--- config.mk ---
export PLATFORM = sky130hd
export DESIGN_NAME = spi_avmm_slave_bridge_flat
export DESIGN_NICKNAME = d
export VERILOG_FILES = /design/src/rtl/spi_avmm_pkg.sv /design/src/rtl/spi_avmm_slave_bridge_if.sv /design/src/rtl/spi_in_sync.sv /design/src/rtl/spi_avmm_slave_bridge.sv /design/src/flat_wrapper.sv
export SDC_FILE = /design/constraint.sdc
export NUM_CORES = 1
export LEC_CHECK = 0
export ABC_AREA = 1
export BUFFER_PORTS_ARGS = -buffer_cell sky130_fd_sc_hd__buf_4
export CAP_MARGIN = 5
export CORE_ASPECT_RATIO = 1.2
export CORE_UTILIZATION = 45
export CTS_CLUSTER_SIZE = 28
export DETAILED_ROUTE_END_ITERATION = 10
export PLACE_DENSITY_LB_ADDON = 0.12
export RECOVER_POWER = 100
export SLEW_MARGIN = 10
export SYNTH_ARGS = -nofsm -noshare
export SYNTH_HDL_FRONTEND = slang
export SYNTH_SLANG_ARGS = --single-unit
--- constraint.sdc ---
create_clock -name clk -period 6.1 [get_ports clk]
set_clock_uncertainty 0.15 [all_clocks]
set_input_delay 0.305 -clock clk [delete_from_list [all_inputs] [get_ports clk]]
set_output_delay 0.305 -clock clk [all_outputs]
set_load 0.005 [all_outputs]
--- src/rtl/spi_avmm_pkg.sv ---
// Shared types and framing constants for the SPI-to-Avalon-MM slave bridge.
package spi_avmm_pkg;

    typedef enum logic [2:0] {
        IDLE,
        CMD,
        WR_DATA,
        RD_DUMMY,
        RD_DATA
    } state_t;

    localparam int CMD_BITS   = 8;
    localparam int WORD_BITS  = 32;
    localparam int DUMMY_BITS = 8;
    localparam int RW_BIT     = 7;

endpackage

--- src/rtl/spi_avmm_slave_bridge_if.sv ---
// Avalon-MM master bus between the SPI bridge and the fabric interconnect.
interface spi_avmm_slave_bridge_if #(
    parameter int ADDR_W = 11
);
    logic [ADDR_W-1:0] avm_address;
    logic              avm_read;
    logic              avm_write;
    logic [31:0]       avm_writedata;
    logic [3:0]        avm_byteenable;
    logic [31:0]       avm_readdata;
    logic              avm_readdatavalid;
    logic              avm_waitrequest;

    modport master (
        output avm_address, avm_read, avm_write, avm_writedata, avm_byteenable,
        input  avm_readdata, avm_readdatavalid, avm_waitrequest
    );

    modport slave (
        input  avm_address, avm_read, avm_write, avm_writedata, avm_byteenable,
        output avm_readdata, avm_readdatavalid, avm_waitrequest
    );
endinterface

--- src/rtl/spi_in_sync.sv ---
// Brings the asynchronous SPI pins into the clk domain and flags sclk / select edges.
module spi_in_sync #(
    parameter int SYNC_STAGES = 2
) (
    input  logic clk,
    input  logic reset,
    input  logic sclk,
    input  logic mosi,
    input  logic ss_n,
    output logic mosi_s,
    output logic sclk_rise,
    output logic sclk_fall,
    output logic sel,
    output logic sel_rise,
    output logic sel_fall
);
    // One extra flop on sclk and ss_n holds the previous synced sample for edge detection.
    logic [SYNC_STAGES:0]   sclk_p;
    logic [SYNC_STAGES:0]   ss_n_p;
    logic [SYNC_STAGES-1:0] mosi_p;

    // Synchronizer chains, preset to the idle bus (sclk low, slave deselected).
    always_ff @(posedge clk) begin
        if (reset) begin
            sclk_p <= '0;
            ss_n_p <= '1;
            mosi_p <= '0;
        end else begin
            sclk_p <= {sclk_p[SYNC_STAGES-1:0], sclk};
            ss_n_p <= {ss_n_p[SYNC_STAGES-1:0], ss_n};
            mosi_p <= {mosi_p[SYNC_STAGES-2:0], mosi};
        end
    end

    // mosi_s is taken from the same stage as the sclk sample that flags the rise.
    assign mosi_s    = mosi_p[SYNC_STAGES-1];
    assign sclk_rise =  sclk_p[SYNC_STAGES-1] & ~sclk_p[SYNC_STAGES];
    assign sclk_fall = ~sclk_p[SYNC_STAGES-1] &  sclk_p[SYNC_STAGES];
    assign sel       = ~ss_n_p[SYNC_STAGES-1];
    assign sel_rise  = ~ss_n_p[SYNC_STAGES-1] &  ss_n_p[SYNC_STAGES];
    assign sel_fall  =  ss_n_p[SYNC_STAGES-1] & ~ss_n_p[SYNC_STAGES];

endmodule

--- src/rtl/spi_avmm_slave_bridge.sv ---
// SPI mode-0 slave that turns each frame into 32-bit Avalon-MM reads or writes.
module spi_avmm_slave_bridge
    import spi_avmm_pkg::*;
#(
    parameter int ADDR_W      = 11,
    parameter int SYNC_STAGES = 2
) (
    input  logic clk,
    input  logic reset,
    input  logic spi_sclk,
    input  logic spi_mosi,
    input  logic spi_ss_n,
    output logic spi_miso,
    output logic spi_miso_oe,
    spi_avmm_slave_bridge_if.master avm,
    output logic err_overrun,
    output logic err_underrun
);
    localparam int WA_W = ADDR_W - 2;
    typedef logic [WA_W-1:0] waddr_t;

    localparam logic [5:0] CMD_LAST   = 6'(CMD_BITS - 1);
    localparam logic [5:0] WORD_LAST  = 6'(WORD_BITS - 1);
    localparam logic [5:0] DUMMY_LAST = 6'(DUMMY_BITS - 1);

    logic mosi_s, sclk_rise, sclk_fall, sel, sel_rise, sel_fall;

    spi_in_sync #(.SYNC_STAGES(SYNC_STAGES)) u_sync (
        .clk       (clk),
        .reset     (reset),
        .sclk      (spi_sclk),
        .mosi      (spi_mosi),
        .ss_n      (spi_ss_n),
        .mosi_s    (mosi_s),
        .sclk_rise (sclk_rise),
        .sclk_fall (sclk_fall),
        .sel       (sel),
        .sel_rise  (sel_rise),
        .sel_fall  (sel_fall)
    );

    state_t      state;
    logic [5:0]  bit_cnt;
    logic [30:0] shift_in;
    logic [30:0] shift_out;
    logic [31:0] hold;
    logic        hold_valid;
    logic        rd_out;       // read accepted, data not yet returned
    logic        rd_discard;   // the in-flight read belongs to a dead word or frame
    logic        rd_want;      // a prefetch is owed but the bus was busy
    waddr_t      word_addr;
    logic        miso_q;
    logic        oe_q;

    logic [31:0] shift_in_nxt;
    logic [7:0]  cmd_byte;
    waddr_t      cmd_addr;
    waddr_t      word_addr_inc;
    logic        rd_busy;
    logic        can_read;
    logic        bus_stalled;

    assign shift_in_nxt  = {shift_in, mosi_s};
    assign cmd_byte      = shift_in_nxt[CMD_BITS-1:0];
    assign cmd_addr      = waddr_t'(cmd_byte[RW_BIT-1:0]);
    assign word_addr_inc = word_addr + 1'b1;
    // A read returning this cycle no longer counts as outstanding.
    assign rd_busy       = avm.avm_read | (rd_out & ~avm.avm_readdatavalid);
    assign can_read      = ~rd_busy & ~(avm.avm_write & avm.avm_waitrequest);
    assign bus_stalled   = (avm.avm_write | avm.avm_read) & avm.avm_waitrequest;

    assign avm.avm_byteenable = 4'hF;
    assign spi_miso           = miso_q;
    assign spi_miso_oe        = oe_q;

    // Frame FSM, Avalon command handshake and read prefetch bookkeeping.
    always_ff @(posedge clk) begin
        if (reset) begin
            state             <= IDLE;
            bit_cnt           <= '0;
            word_addr         <= '0;
            hold_valid        <= 1'b0;
            rd_out            <= 1'b0;
            rd_discard        <= 1'b0;
            rd_want           <= 1'b0;
            miso_q            <= 1'b0;
            oe_q              <= 1'b0;
            err_overrun       <= 1'b0;
            err_underrun      <= 1'b0;
            avm.avm_read      <= 1'b0;
            avm.avm_write     <= 1'b0;
            avm.avm_address   <= '0;
            avm.avm_writedata <= '0;
        end else begin
            err_overrun  <= 1'b0;
            err_underrun <= 1'b0;
            oe_q         <= sel;

            // Command completion; these run regardless of the frame state.
            if (avm.avm_write && !avm.avm_waitrequest) begin
                avm.avm_write <= 1'b0;
            end
            if (avm.avm_read && !avm.avm_waitrequest) begin
                avm.avm_read <= 1'b0;
                rd_out       <= 1'b1;
            end
            if (rd_out && avm.avm_readdatavalid) begin
                rd_out     <= 1'b0;
                rd_discard <= 1'b0;
                if (!rd_discard && state != IDLE) begin
                    hold       <= avm.avm_readdata;
                    hold_valid <= 1'b1;
                end
            end

            // Issue a prefetch that had to wait for the bus to drain.
            if (rd_want && can_read && (state == RD_DUMMY || state == RD_DATA)) begin
                avm.avm_read    <= 1'b1;
                avm.avm_address <= {word_addr, 2'b00};
                rd_want         <= 1'b0;
            end

            if (sel_fall) begin
                state   <= IDLE;
                bit_cnt <= '0;
                rd_want <= 1'b0;
                miso_q  <= 1'b0;
            end else begin
                case (state)
                    IDLE: begin
                        if (sel_rise) begin
                            state      <= CMD;
                            bit_cnt    <= '0;
                            hold_valid <= 1'b0;
                            rd_discard <= rd_busy;
                            rd_want    <= 1'b0;
                            miso_q     <= 1'b0;
                        end
                    end

                    CMD: begin
                        if (sclk_rise) begin
                            shift_in <= shift_in_nxt[30:0];
                            if (bit_cnt == CMD_LAST) begin
                                bit_cnt   <= '0;
                                word_addr <= cmd_addr;
                                if (cmd_byte[RW_BIT]) begin
                                    state <= RD_DUMMY;
                                    if (can_read) begin
                                        avm.avm_read    <= 1'b1;
                                        avm.avm_address <= {cmd_addr, 2'b00};
                                    end else begin
                                        rd_want <= 1'b1;
                                    end
                                end else begin
                                    state <= WR_DATA;
                                end
                            end else begin
                                bit_cnt <= bit_cnt + 6'd1;
                            end
                        end
                    end

                    WR_DATA: begin
                        if (sclk_rise) begin
                            shift_in <= shift_in_nxt[30:0];
                            if (bit_cnt == WORD_LAST) begin
                                bit_cnt   <= '0;
                                word_addr <= word_addr_inc;
                                if (bus_stalled) begin
                                    err_overrun <= 1'b1;
                                end else begin
                                    avm.avm_write     <= 1'b1;
                                    avm.avm_address   <= {word_addr, 2'b00};
                                    avm.avm_writedata <= shift_in_nxt;
                                end
                            end else begin
                                bit_cnt <= bit_cnt + 6'd1;
                            end
                        end
                    end

                    RD_DUMMY: begin
                        if (sclk_rise) begin
                            if (bit_cnt == DUMMY_LAST) begin
                                bit_cnt <= '0;
                                state   <= RD_DATA;
                            end else begin
                                bit_cnt <= bit_cnt + 6'd1;
                            end
                        end
                    end

                    RD_DATA: begin
                        if (sclk_rise) begin
                            bit_cnt <= (bit_cnt == WORD_LAST) ? 6'd0 : bit_cnt + 6'd1;
                        end else if (sclk_fall) begin
                            if (bit_cnt == 6'd0) begin
                                // Word boundary: present the prefetched word, fetch the next one.
                                word_addr  <= word_addr_inc;
                                hold_valid <= 1'b0;
                                if (hold_valid) begin
                                    shift_out <= hold[30:0];
                                    miso_q    <= hold[31];
                                end else begin
                                    shift_out    <= '0;
                                    miso_q       <= 1'b0;
                                    err_underrun <= 1'b1;
                                    if (rd_busy) begin
                                        rd_discard <= 1'b1;
                                    end
                                end
                                if (can_read) begin
                                    avm.avm_read    <= 1'b1;
                                    avm.avm_address <= {word_addr_inc, 2'b00};
                                    rd_want         <= 1'b0;
                                end else begin
                                    rd_want <= 1'b1;
                                end
                            end else begin
                                shift_out <= {shift_out[29:0], 1'b0};
                                miso_q    <= shift_out[30];
                            end
                        end
                    end

                    default: state <= IDLE;
                endcase
            end
        end
    end

endmodule
--- src/flat_wrapper.sv ---
// flat-port wrapper written by rule: the top's interface ports become plain ports
module spi_avmm_slave_bridge_flat import spi_avmm_pkg::*;
#(
    parameter int ADDR_W      = 11,
    parameter int SYNC_STAGES = 2
)
  (clk, reset, spi_sclk, spi_mosi, spi_ss_n, spi_miso, spi_miso_oe, err_overrun, err_underrun, avm_avm_address, avm_avm_read, avm_avm_write, avm_avm_writedata, avm_avm_byteenable, avm_avm_readdata, avm_avm_readdatavalid, avm_avm_waitrequest);
  spi_avmm_slave_bridge_if #(.ADDR_W(ADDR_W)) avm_i ();
  input  logic clk;
  input  logic reset;
  input  logic spi_sclk;
  input  logic spi_mosi;
  input  logic spi_ss_n;
  output logic spi_miso;
  output logic spi_miso_oe;
  output logic err_overrun;
  output logic err_underrun;
  output wire logic [$bits(avm_i.avm_address)-1:0] avm_avm_address;
  output wire logic [$bits(avm_i.avm_read)-1:0] avm_avm_read;
  output wire logic [$bits(avm_i.avm_write)-1:0] avm_avm_write;
  output wire logic [$bits(avm_i.avm_writedata)-1:0] avm_avm_writedata;
  output wire logic [$bits(avm_i.avm_byteenable)-1:0] avm_avm_byteenable;
  input wire logic [$bits(avm_i.avm_readdata)-1:0] avm_avm_readdata;
  input wire logic [$bits(avm_i.avm_readdatavalid)-1:0] avm_avm_readdatavalid;
  input wire logic [$bits(avm_i.avm_waitrequest)-1:0] avm_avm_waitrequest;
  assign avm_avm_address = avm_i.avm_address;
  assign avm_avm_read = avm_i.avm_read;
  assign avm_avm_write = avm_i.avm_write;
  assign avm_avm_writedata = avm_i.avm_writedata;
  assign avm_avm_byteenable = avm_i.avm_byteenable;
  assign avm_i.avm_readdata = avm_avm_readdata;
  assign avm_i.avm_readdatavalid = avm_avm_readdatavalid;
  assign avm_i.avm_waitrequest = avm_avm_waitrequest;
  spi_avmm_slave_bridge #(.ADDR_W(ADDR_W), .SYNC_STAGES(SYNC_STAGES)) u_core (.clk(clk), .reset(reset), .spi_sclk(spi_sclk), .spi_mosi(spi_mosi), .spi_ss_n(spi_ss_n), .spi_miso(spi_miso), .spi_miso_oe(spi_miso_oe), .avm(avm_i), .err_overrun(err_overrun), .err_underrun(err_underrun));
endmodule
==> results of run 1 <==
-- area by class of cell --
cell class,instances,area share (%)
clock buffers,21,4.96
clock inverters,10,1.06
inverters,70,3.00
multi-input cells,519,27.1
flip-flops and latches,173,49.6
well taps,208,2.93
repair buffers,128,11.4
-- synth_stat cells, drive strengths merged, types with 2 or more instances --
cell / instances
nand2: 191
nor2: 121
edfxtp: 94
o21ai: 93
dfxtp: 79
inv: 69
nand3: 40
a21oi: 30
clkbuf: 19
buf: 13
nand4: 13
nor3: 7
nor4: 4
ha: 3
a31oi: 2
or2: 2
xor2: 2
-- sequential cells by signal (all words and copies together), names as in the netlist --
register and cells:
u_core.rd_out 1, u_core.bit_cnt 6, u_core.avm.avm_write 1, u_core.rd_want 1, u_core.err_underrun 1, u_core.spi_miso 1
u_core.u_sync.ss_n_p 3, u_core.word_addr 9, u_core.err_overrun 1, u_core.spi_miso_oe 1, u_core.hold_valid 1, u_core.u_sync.sclk_p 3
u_core.state 3, u_core.hold 32, u_core.shift_out 31, u_core.avm.avm_read 1, u_core.avm.avm_address 11, u_core.rd_discard 1
u_core.shift_in 31, u_core.u_sync.mosi_p 2, u_core.avm.avm_writedata 32
-- through the flow --
step	setup WS (ns)	std cells	cell area (µm²)	utilization (%)	hold slack (ns)
2_1_floorplan	1.66	794	7280	-	0.238
3_3_place_gp	3.83	1063	8080	51.5	0.248
3_5_place_dp	3.74	1063	8080	51.5	0.243
4_1_cts	3.66	1129	8970	57.1	0.0418
5_1_grt	1.89	1129	8890	56.6	0.0628
6_report	2.36	1129	8890	56.6	0.0587
-- kinds of logic after synthesis --
group,count (synthesis),share of synthesized area (%)
AO/OA/AOI/OAI,128,8.98
XOR/XNOR,3,0.361
other,1,0.0516
adder cells (fa/ha/maj),3,0.516
flip-flops,173,60.6
buffers and inverters,102,6.02
AND/OR/NAND/NOR,381,23.5
-- worst max-delay path: stages (launching register included) --
cell and delay [ns]:
sky130_fd_sc_hd__dfxtp_1 0.38, sky130_fd_sc_hd__o21ai_0 0.25, sky130_fd_sc_hd__nand3_4 0.22, sky130_fd_sc_hd__nor2_8 0.06, sky130_fd_sc_hd__nand2_1 0.75, sky130_fd_sc_hd__clkinvlp_2 1.18
sky130_fd_sc_hd__o21ai_0 0.49, sky130_fd_sc_hd__a21oi_1 0.08
-- per-layer routing --
| layer | wire (µm) | part of all wire (%) | track usage, % |
|---|---|---|---|
| met4 | 458 | 2.9 | 10.6 |
| met2 | 7760 | 49 | 33.5 |
| met3 | 652 | 4.1 | 4.37 |
| met1 | 6970 | 44 | 23.9 |
| met5 | 0 | 0 | 0 |
-- cell usage in the layout (no fill, tap or decap), drive strengths merged --
cell / count
edfxtp: 94
o31ai: 1
nand3b: 1
o22ai: 1
a211oi: 1
o21ai: 93
nor4: 4
dlygate4sd3: 35
clkbuf: 110
xor2: 2
nand4: 13
inv: 71
buf: 4
a21oi: 30
ha: 3
or2: 2
xnor2: 1
conb: 4
dfxtp: 79
nand2: 191
bufinv: 1
clkinv: 6
nor3: 7
nor2: 121
and3: 1
and3b: 1
nand3: 40
a31oi: 2
clkinvlp: 2
-- power by group through the flow --
stage	Sequential (mW)	Clock (mW)	Combinational, mW
floorplan	1.27	0	0.102
global placement	1.27	0	0.143
detailed placement	1.27	0	0.146
CTS	1.25	1.02	0.164
global route	1.25	1.06	0.181
finish	1.25	0.997	0.160
-- final timing paths --
path,start,to,slack [ns],cells past startpoint
max,u_core.avm.avm_read$_SDFF_PP0_,u_core.avm.avm_writedata[1]$_SDFFE_PP0P_,2.36,7
min,avm_avm_waitrequest,u_core.avm.avm_read$_SDFF_PP0_,0.06,3
max reg2reg,u_core.avm.avm_read$_SDFF_PP0_,u_core.avm.avm_writedata[1]$_SDFFE_PP0P_,2.36,7
min reg2reg,u_core.u_sync.ss_n_p[0]$_SDFF_PP1_,u_core.u_sync.ss_n_p[1]$_SDFF_PP1_,0.26,1
==> impl_metrics.csv, run 1 <==
group,metric,value,unit
clocking,clock_path_buffers,2,
detailed_routing,avgRoutedWirePerCell,14.0,µm
outcome,violations,"max-capacitance violations, max-slew violations",
synth,yosys.cell_types.count,39,
clocking,clkTransAtPathRegs,0.06,ns
grt,grt_first_pass_wirelength,26300,µm
setup_path,crit_path_start_kind,"flip-flop",
synth,synth_enable_flop_cells,94,
die,floorplan.rows,50,
final_layout,area_overhead_vs_synth,22.2,%
setup_path,worstPathArrival,3.86,ns
timing,timing_hold_violations_final,0,
outcome,run_status,"finished with violations",
synth,synth_seq_area_share,60.6,%
die,floorplan.io_pins,92,
synth,ys_seq_elements,173,
die,die_w,118,µm
clocking,cts_made_buffers,17,
timing,rsz0062_at_grt,"false",
die,die-area,0.0167,mm²
clocking,holdBufCountCts,35,
timing,max-slew-margin-rel,-56.3,%
power,power.total,2.41,mW
final_layout,ff_latch_area,0.00440,mm²
timing,final.period_utilization,61.2,%
grt,grt_remaining_overflow,0,
setup_path,crit_path_end_kind,"flip-flop",
final_layout,multi_input_area,0.00241,mm²
timing,maxSlewViolCount,206,
clocking,cts_max_level,4,
place,place.detailed.hpwl,10600,µm
timing,setup_violations,0,
power,p_switching,546,µW
setup_path,worst-path-max-fanout,35,
synth,postSynthCellCount,791,
power,power.sequential.fraction,51.9,%
place,place.port_buffers,87,
synth,yosys_most_used_dff,"sky130_fd_sc_hd__edfxtp_1",
timing,timing.setup.tns,0,ns
die,floorplan.initialDensity,46.3,%
detailed_routing,detailed_route_via_count,5694,
power,internal-power,1.86,mW
power,power.share.switching,22.7,%
synth,yosys-top-cells-area,"sky130_fd_sc_hd__edfxtp_1, sky130_fd_sc_hd__dfxtp_1, sky130_fd_sc_hd__nand2_1",
power,clockPowerShare,41.5,%
detailed_routing,drt_pass1_iterations,4,
synth,postSynthAreaPerCell,9.19,µm²
detailed_routing,drcViolationCount,0,
final_layout,finish.net_count,951,
synth,largest_area_contributor_in_the_netlist,"sky130_fd_sc_hd__edfxtp_1",
detailed_routing,drt_iter0_markers,372,
power,combinationalPowerShare,6.7,%
power,cellPowerDensity,271,mW/mm²
clocking,cts_num_sinks,173,
timing,worst_max_slew_pin_slew,2.35,ns
grt,largest_net_degree_at_the_start_of_global_routing,65,
detailed_routing,ant_nets,0,
clocking,resize_count_post_cts,0,
detailed_routing,finalWirelength,15800,µm
final_layout,antenna_cells_inserted,0,
synth,yosys.area.top_type_share,38.8,%
detailed_routing,vias_per_std_cell,5.04,
hold_path,min-delay-path-class,"in2reg",
setup_path,path_class,"reg2reg",
setup_path,critPathRequiredTime,6.22,ns
timing,period_needed,3.74,ns
clocking,clk_root_buffer_cell,"sky130_fd_sc_hd__clkbuf_16",
synth,ys_warn_count,0,
grt,antenna_violations_before_repair,0,
die,dieHeight,141,µm
timing,max_clock_freq,0.268,GHz
grt,vias_in_the_first_global_route,5582,
final_layout,fillers,1403,
die,core_area,0.0157,mm²
place,gp_weighted_congestion,0.971,
clocking,cts_setup_buffers,0,
power,power.leakage,3.59,nW
synth,synth_async_sr_flop_share,0,%
power,worst_ir_drop_vdd,0.193,mV
clocking,insertion_delay,0.42,ns
run,cap_violations,5,
final_layout,drive_above_1_share,16.0,%
clocking,tritoncts,"built",
synth,synthesis.area,0.00727,mm²
grt,total_routing_usage_reported_by_global_routing,19.9,%
Note: power is estimated with default switching activity, not from simulation.
==> inputs of run 2 (changes only) <==
Clock period 6.1 ns to 3.5 ns, I/O delays scaled along.
==> run 2 against run 1 <==
The run now ends clean. Setup slack worse by 1.7 ns. Sequential share of layout area decreased by 0.36 points. Flip-flop and latch count unchanged. Highest routed layer unchanged. Total power is 76% higher.
==> impl_metrics.csv, run 2 (synthesis gave the netlist of run 1 again) <==
group,metric,value,unit
outcome,run_status,"finished, final reports clean",
setup_path,critPathRequiredTime,3.67,ns
die,floorplan.io_pins,92,
final_layout,stdcell_count,1134,
final_layout,multi_input_area,0.00241,mm²
clocking,resize_count_post_cts,0,
power,worst_ir_drop_vdd,0.381,mV
setup_path,cp_bufs_invs,1,
final_layout,fillers,1370,
clocking,cts_num_sinks,173,
timing,setup_violations,0,
die,die_w,118,µm
setup_path,worstPathCellList,"inv_1 > ha_1 > nand3_1 > nor2_4 > nor2_1 > nor2_4 > nand3_4 > o21ai_0 > nor2_1",
final_layout,final_common_cell,"sky130_fd_sc_hd__nand2_1",
final_layout,drive_above_1_share,17.1,%
final_layout,final_core_util,57.0,%
setup_path,regToRegStartpoint,"u_core.bit_cnt[0]$_SDFFE_PN0P_",
detailed_routing,ant_nets,0,
timing,timing.setup.tns,0,ns
detailed_routing,avgRoutedWirePerCell,14.1,µm
power,cellPowerDensity,474,mW/mm²
final_layout,finish.net_count,955,
setup_path,timing.critical_path.slowest_cell_delay,0.76,ns
setup_path,path_class,"reg2reg",
setup_path,crit_path_start_kind,"flip-flop",
timing,rsz0062_at_grt,"false",
detailed_routing,vias_per_std_cell,4.99,
die,floorplan.initialDensity,46.3,%
hold_path,min-delay-start,"u_core.u_sync.mosi_p[0]$_SDFF_PP0_",
clocking,clkTransAtPathRegs,0.07,ns
die,dieHeight,141,µm
clocking,clk_root_buffer_cell,"sky130_fd_sc_hd__clkbuf_16",
grt,gr-max-usage-layer,"met2",
clocking,clock_path_buffers,2,
grt,globalRouteMet3Util,4.57,%
clocking,tritoncts,"built",
final_layout,leading_cell_types_in_the_layout_fill_and_taps_excluded,"sky130_fd_sc_hd__nand2_1, sky130_fd_sc_hd__nor2_1, sky130_fd_sc_hd__edfxtp_1",
setup_path,worst-path-max-fanout,33,
final_layout,layout_top_registers,"u_core.avm.avm_writedata x32, u_core.hold x32",
grt,grt_remaining_overflow,0,
timing,max-slew-margin-rel,27.0,%
timing,final.period_utilization,79.6,%
detailed_routing,drt_iter0_markers,430,
die,die-area,0.0167,mm²
final_layout,antenna_cells_inserted,0,
setup_path,critical_path_depth_in_cells,9,
grt,total_routing_usage_reported_by_global_routing,20.2,%
detailed_routing,detailed_route_via_count,5657,
grt,grt_use_met2,33.9,%
power,power.leakage,3.64,nW
clocking,holdBufCountCts,39,
grt,antenna_violations_before_repair,0,
grt,grt_first_pass_wirelength,26300,µm
place,place.detailed.instances,1063,
timing,timing_hold_violations_final,0,
grt,largest_net_degree_at_the_start_of_global_routing,40,
hold_path,min-delay-path-class,"reg2reg",
detailed_routing,finalWirelength,16000,µm
place,place_ws,1.06,ns
timing,max_clock_freq,0.359,GHz
run,cap_violations,0,
setup_path,critical_path.startpoint,"u_core.bit_cnt[0]$_SDFFE_PN0P_",
hold_path,min_path_cells,2,
setup_path,cp_slowest_cell,"sky130_fd_sc_hd__nand3_1",
final_layout,area_overhead_vs_synth,23.1,%
clocking,insertion_delay,0.43,ns
setup_path,worst-r2r-cell-count,9,
setup_path,crit_path_end_kind,"flip-flop",
grt,groute.layer.met1.usage,24.9,%
place,place.port_buffers,87,
place,place.detailed.hpwl,10900,µm
detailed_routing,drt_pass1_iterations,5,
place,gp_weighted_congestion,0.877,
setup_path,worstPathArrival,2.95,ns
timing,period_needed,2.79,ns
place,placed_area,0.00809,mm²
final_layout,area_of_all_placed_cells_without_fillers,0.00895,mm²
clocking,cts_made_buffers,17,
clocking,cts_max_level,4,
final_layout,ff_latch_area,0.00440,mm²
die,core_area,0.0157,mm²
setup_path,critical_path.top_delay_family,"simple AND/OR/NAND/NOR gates",
clocking,cts_setup_buffers,0,
timing,maxSlewViolCount,0,
grt,vias_in_the_first_global_route,5387,
detailed_routing,drcViolationCount,0,
die,floorplan.rows,50,
timing,worst_max_slew_pin_slew,1.09,ns
timing,layout_setup_ws,0.714,ns
run 2: changes by cell type in the layout (fill, tap and decap cells not counted), moves of 3 or more:
cell                            change
sky130_fd_sc_hd__clkbuf_2           +4
sky130_fd_sc_hd__clkbuf_1           -8
sky130_fd_sc_hd__dlygate4sd3_1      +4
sky130_fd_sc_hd__buf_4              +3
run 2: final cells by class:
| type | count | share of cell area, % |
|---|---|---|
| Clock buffer | 20 | 5.23 |
| Clock inverter | 12 | 0.936 |
| Tap cell | 208 | 2.91 |
| Timing Repair Buffer | 132 | 11.9 |
| Sequential cell | 173 | 49.2 |
| Inverter | 70 | 2.98 |
| Multi-Input combinational cell | 519 | 26.9 |
run 2: final timing paths:
check	end	slack, ns
worst min-delay path	u_core.u_sync.mosi_p[1]$_SDFF_PP0_	0.27
worst max-delay path	u_core.word_addr[7]$_SDFFE_PP0P_	0.71
worst max register to register	u_core.word_addr[7]$_SDFFE_PP0P_	0.71
worst min register to register	u_core.u_sync.mosi_p[1]$_SDFF_PP0_	0.27
run 2: report_power, final:
group | switching (mW) | internal [mW]
logic | 0.169 | 0.111
registers | 0.0209 | 2.15
clock network | 0.812 | 0.974
total | 1.00 | 3.24
run 2: metrics by stage:
step                      hold WS, ns  power, mW
after floorplan                 0.124       2.39
after global placement          0.203       2.47
after detailed placement        0.204       2.47
after CTS                       0.273       4.28
after global routing            0.292       4.39
final                           0.271       4.24
run 2: layer usage:
layer,wire length [µm],share of wire (%),vias up
li1,-,-,2850
met1,7140,45,2651
met2,7850,49,129
met3,546,3.4,27
met4,415,2.6,0
met5,0,0,-
run 2: tightest hold or removal path, delay by kind of cell, from the launching register on:
kind                   cells  cell delay (ns)
DFF                        1             0.31
buffers and inverters      1             0.04
and+or+nand+nor            1             0.03
==> inputs of run 3 (changes only) <==
Clock period 3.5 ns to 2.41 ns, I/O delays scaled along.
==> run 3 against run 2 <==
Final cell count increased by 0.62%. Count of clock-buffer cells in the layout decreased by 1. Register-to-register slack got worse by 0.50 ns. Core utilization increased by 0.97 points. Combinational power increased by 48%. Critical path type is now in2reg. Highest routed layer unchanged.
==> impl_metrics.csv, run 3 (synthesis gave the netlist of run 1 again) <==
group,metric,value,unit
clocking,insertion_delay,0.43,ns
die,core_area,0.0157,mm²
place,place.detailed.hpwl,10800,µm
final_layout,multi_input_area,0.00243,mm²
grt,grt_remaining_overflow,0,
grt,antenna_violations_before_repair,0,
power,combinationalPowerShare,6.5,%
final_layout,area_overhead_vs_synth,25.2,%
clocking,clk_root_buffer_cell,"sky130_fd_sc_hd__clkbuf_16",
timing,rsz0062_at_grt,"false",
final_layout,layout_top_registers,"u_core.avm.avm_writedata x32, u_core.hold x32",
die,die_w,118,µm
final_layout,ff_latch_area,0.00440,mm²
power,internal-power,4.93,mW
clocking,clkTransAtPathRegs,0.06,ns
detailed_routing,ant_nets,0,
timing,max-slew-margin-rel,62.9,%
grt,total_routing_usage_reported_by_global_routing,20.3,%
power,p_switching,1.43,mW
final_layout,drive_above_1_share,17.9,%
power,power.sequential.fraction,49.6,%
detailed_routing,drt_iter0_markers,314,
outcome,run_status,"finished, final reports clean",
timing,final.period_utilization,92.5,%
die,floorplan.rows,50,
timing,worst_hold_slack,0.255,ns
timing,period_needed,2.23,ns
power,power.share.switching,22.5,%
timing,timing.setup.tns,0,ns
place,gp_weighted_congestion,0.885,
timing,timing_hold_violations_final,0,
setup_path,crit_path_end_kind,"flip-flop",
clocking,cts_max_level,4,
final_layout,fillers,1403,
setup_path,worstPathArrival,2.16,ns
place,place.port_buffers,87,
timing,setup_violations,0,
power,clockPowerShare,43.9,%
timing,max_clock_freq,0.449,GHz
clocking,cts_setup_buffers,0,
power,cellPowerDensity,699,mW/mm²
die,floorplan.initialDensity,46.3,%
detailed_routing,finalWirelength,16200,µm
final_layout,finish.net_count,962,
setup_path,path_class,"in2reg",
detailed_routing,vias_per_std_cell,5.02,
power,worst_ir_drop_vdd,0.429,mV
power,power.leakage,3.69,nW
grt,vias_in_the_first_global_route,5362,
clocking,clock_path_buffers,2,
clocking,cts_made_buffers,17,
setup_path,timing.critical_path.slowest_cell_delay,0.56,ns
grt,grt_first_pass_wirelength,26400,µm
die,floorplan.io_pins,92,
detailed_routing,detailed_route_via_count,5723,
die,dieHeight,141,µm
setup_path,critPathRequiredTime,2.34,ns
final_layout,leading_cell_types_in_the_layout_fill_and_taps_excluded,"sky130_fd_sc_hd__nand2_1, sky130_fd_sc_hd__nor2_1, sky130_fd_sc_hd__edfxtp_1",
final_layout,antenna_cells_inserted,0,
clocking,tritoncts,"built",
detailed_routing,drcViolationCount,0,
setup_path,crit_path_start_kind,"primary input",
die,die-area,0.0167,mm²
timing,maxSlewViolCount,0,
setup_path,cp_slowest_cell,"sky130_fd_sc_hd__dlygate4sd3_1",
detailed_routing,drt_pass1_iterations,5,
detailed_routing,avgRoutedWirePerCell,14.2,µm
run,cap_violations,0,
setup_path,worstPathCellList,"dlygate4sd3_1 > buf_4 > nor2_1 > nand2_1 > a21oi_4 > clkbuf_4",
timing,worst_max_slew_pin_slew,0.555,ns
setup_path,worst-path-max-fanout,31,
clocking,cts_num_sinks,173,
grt,largest_net_degree_at_the_start_of_global_routing,64,
final_layout,final_common_cell,"sky130_fd_sc_hd__nand2_1",
hold_path,min-delay-path-class,"reg2reg",
[run 3: cell count changes in the layout (fill, tap and decap cells not counted), moves of 2 or more]
cell,previous run,this run
sky130_fd_sc_hd__buf_4,7,14
sky130_fd_sc_hd__bufinv_16,0,3
sky130_fd_sc_hd__clkbuf_2,4,0
sky130_fd_sc_hd__clkinv_2,5,2
sky130_fd_sc_hd__dlygate4sd3_1,39,41
sky130_fd_sc_hd__inv_6,3,5
sky130_fd_sc_hd__nand3_1,35,33
sky130_fd_sc_hd__nand3_2,2,4
sky130_fd_sc_hd__nor2_1,112,110
[run 3: layer usage]
layer | vias to the layer above | track usage [%] | part of all wire, %
li1 | 2881 | - | -
met1 | 2683 | 25.7 | 45
met2 | 139 | 33.9 | 49
met3 | 20 | 4.33 | 4.3
met4 | 0 | 7.83 | 1.7
met5 | - | 0 | 0
[run 3: timing repair]
action,4_1_cts,5_1_grt
endpoints found under the setup margin,0,1
gates resized for setup,0,8
hold buffers,41,0
endpoints found under the hold margin,56,0
[run 3: worst max-delay path: cells and delay by family]
kind	cells	cell delay, ns
buffers and inverters	3	1.21
AND/OR/NAND/NOR	2	0.63
AO/OA/AOI/OAI	1	0.16
[run 3: area by class of cell]
type / count / area share [%]
timing repair buffer: 139 / 12.6
tap: 208 / 2.86
sequential: 173 / 48.4
clock buffer: 19 / 4.75
clock inverter: 13 / 1.77
multi-input combinational: 519 / 26.7
inverter: 70 / 2.95
[run 3: final timing paths]
kind / from / to / slack [ns] / cells past startpoint
max: reset / u_core.shift_in[11]$_DFFE_PP_ / 0.18 / 6
min: u_core.u_sync.sclk_p[0]$_SDFF_PP0_ / u_core.u_sync.sclk_p[1]$_SDFF_PP0_ / 0.25 / 2
max reg2reg: u_core.state[0]$_SDFFE_PN0P_ / u_core.avm.avm_read$_SDFF_PP0_ / 0.21 / 9
min reg2reg: u_core.u_sync.sclk_p[0]$_SDFF_PP0_ / u_core.u_sync.sclk_p[1]$_SDFF_PP0_ / 0.25 / 2
[run 3: power by group through the flow]
stage	Sequential (mW)	Combinational, mW	Clock [mW]
finish	3.16	0.414	2.79
global route	3.16	0.466	2.98
CTS	3.16	0.422	2.84
global placement	3.22	0.362	0
floorplan	3.21	0.259	0
detailed placement	3.22	0.369	0
[run 3: stage by stage]
stage                     utilization (%)  power (mW)  cells  setup WS, ns  area, µm²
after global routing                 58.0        6.60   1141        0.0368       9100
after detailed placement             52.0        3.59   1068         0.267       8170
after floorplan                         -        3.47    794        0.0447       7300
after CTS                            58.4        6.42   1141        0.0206       9180
after global placement               52.0        3.58   1068         0.371       8170
final                                58.0        6.37   1141         0.181       9100
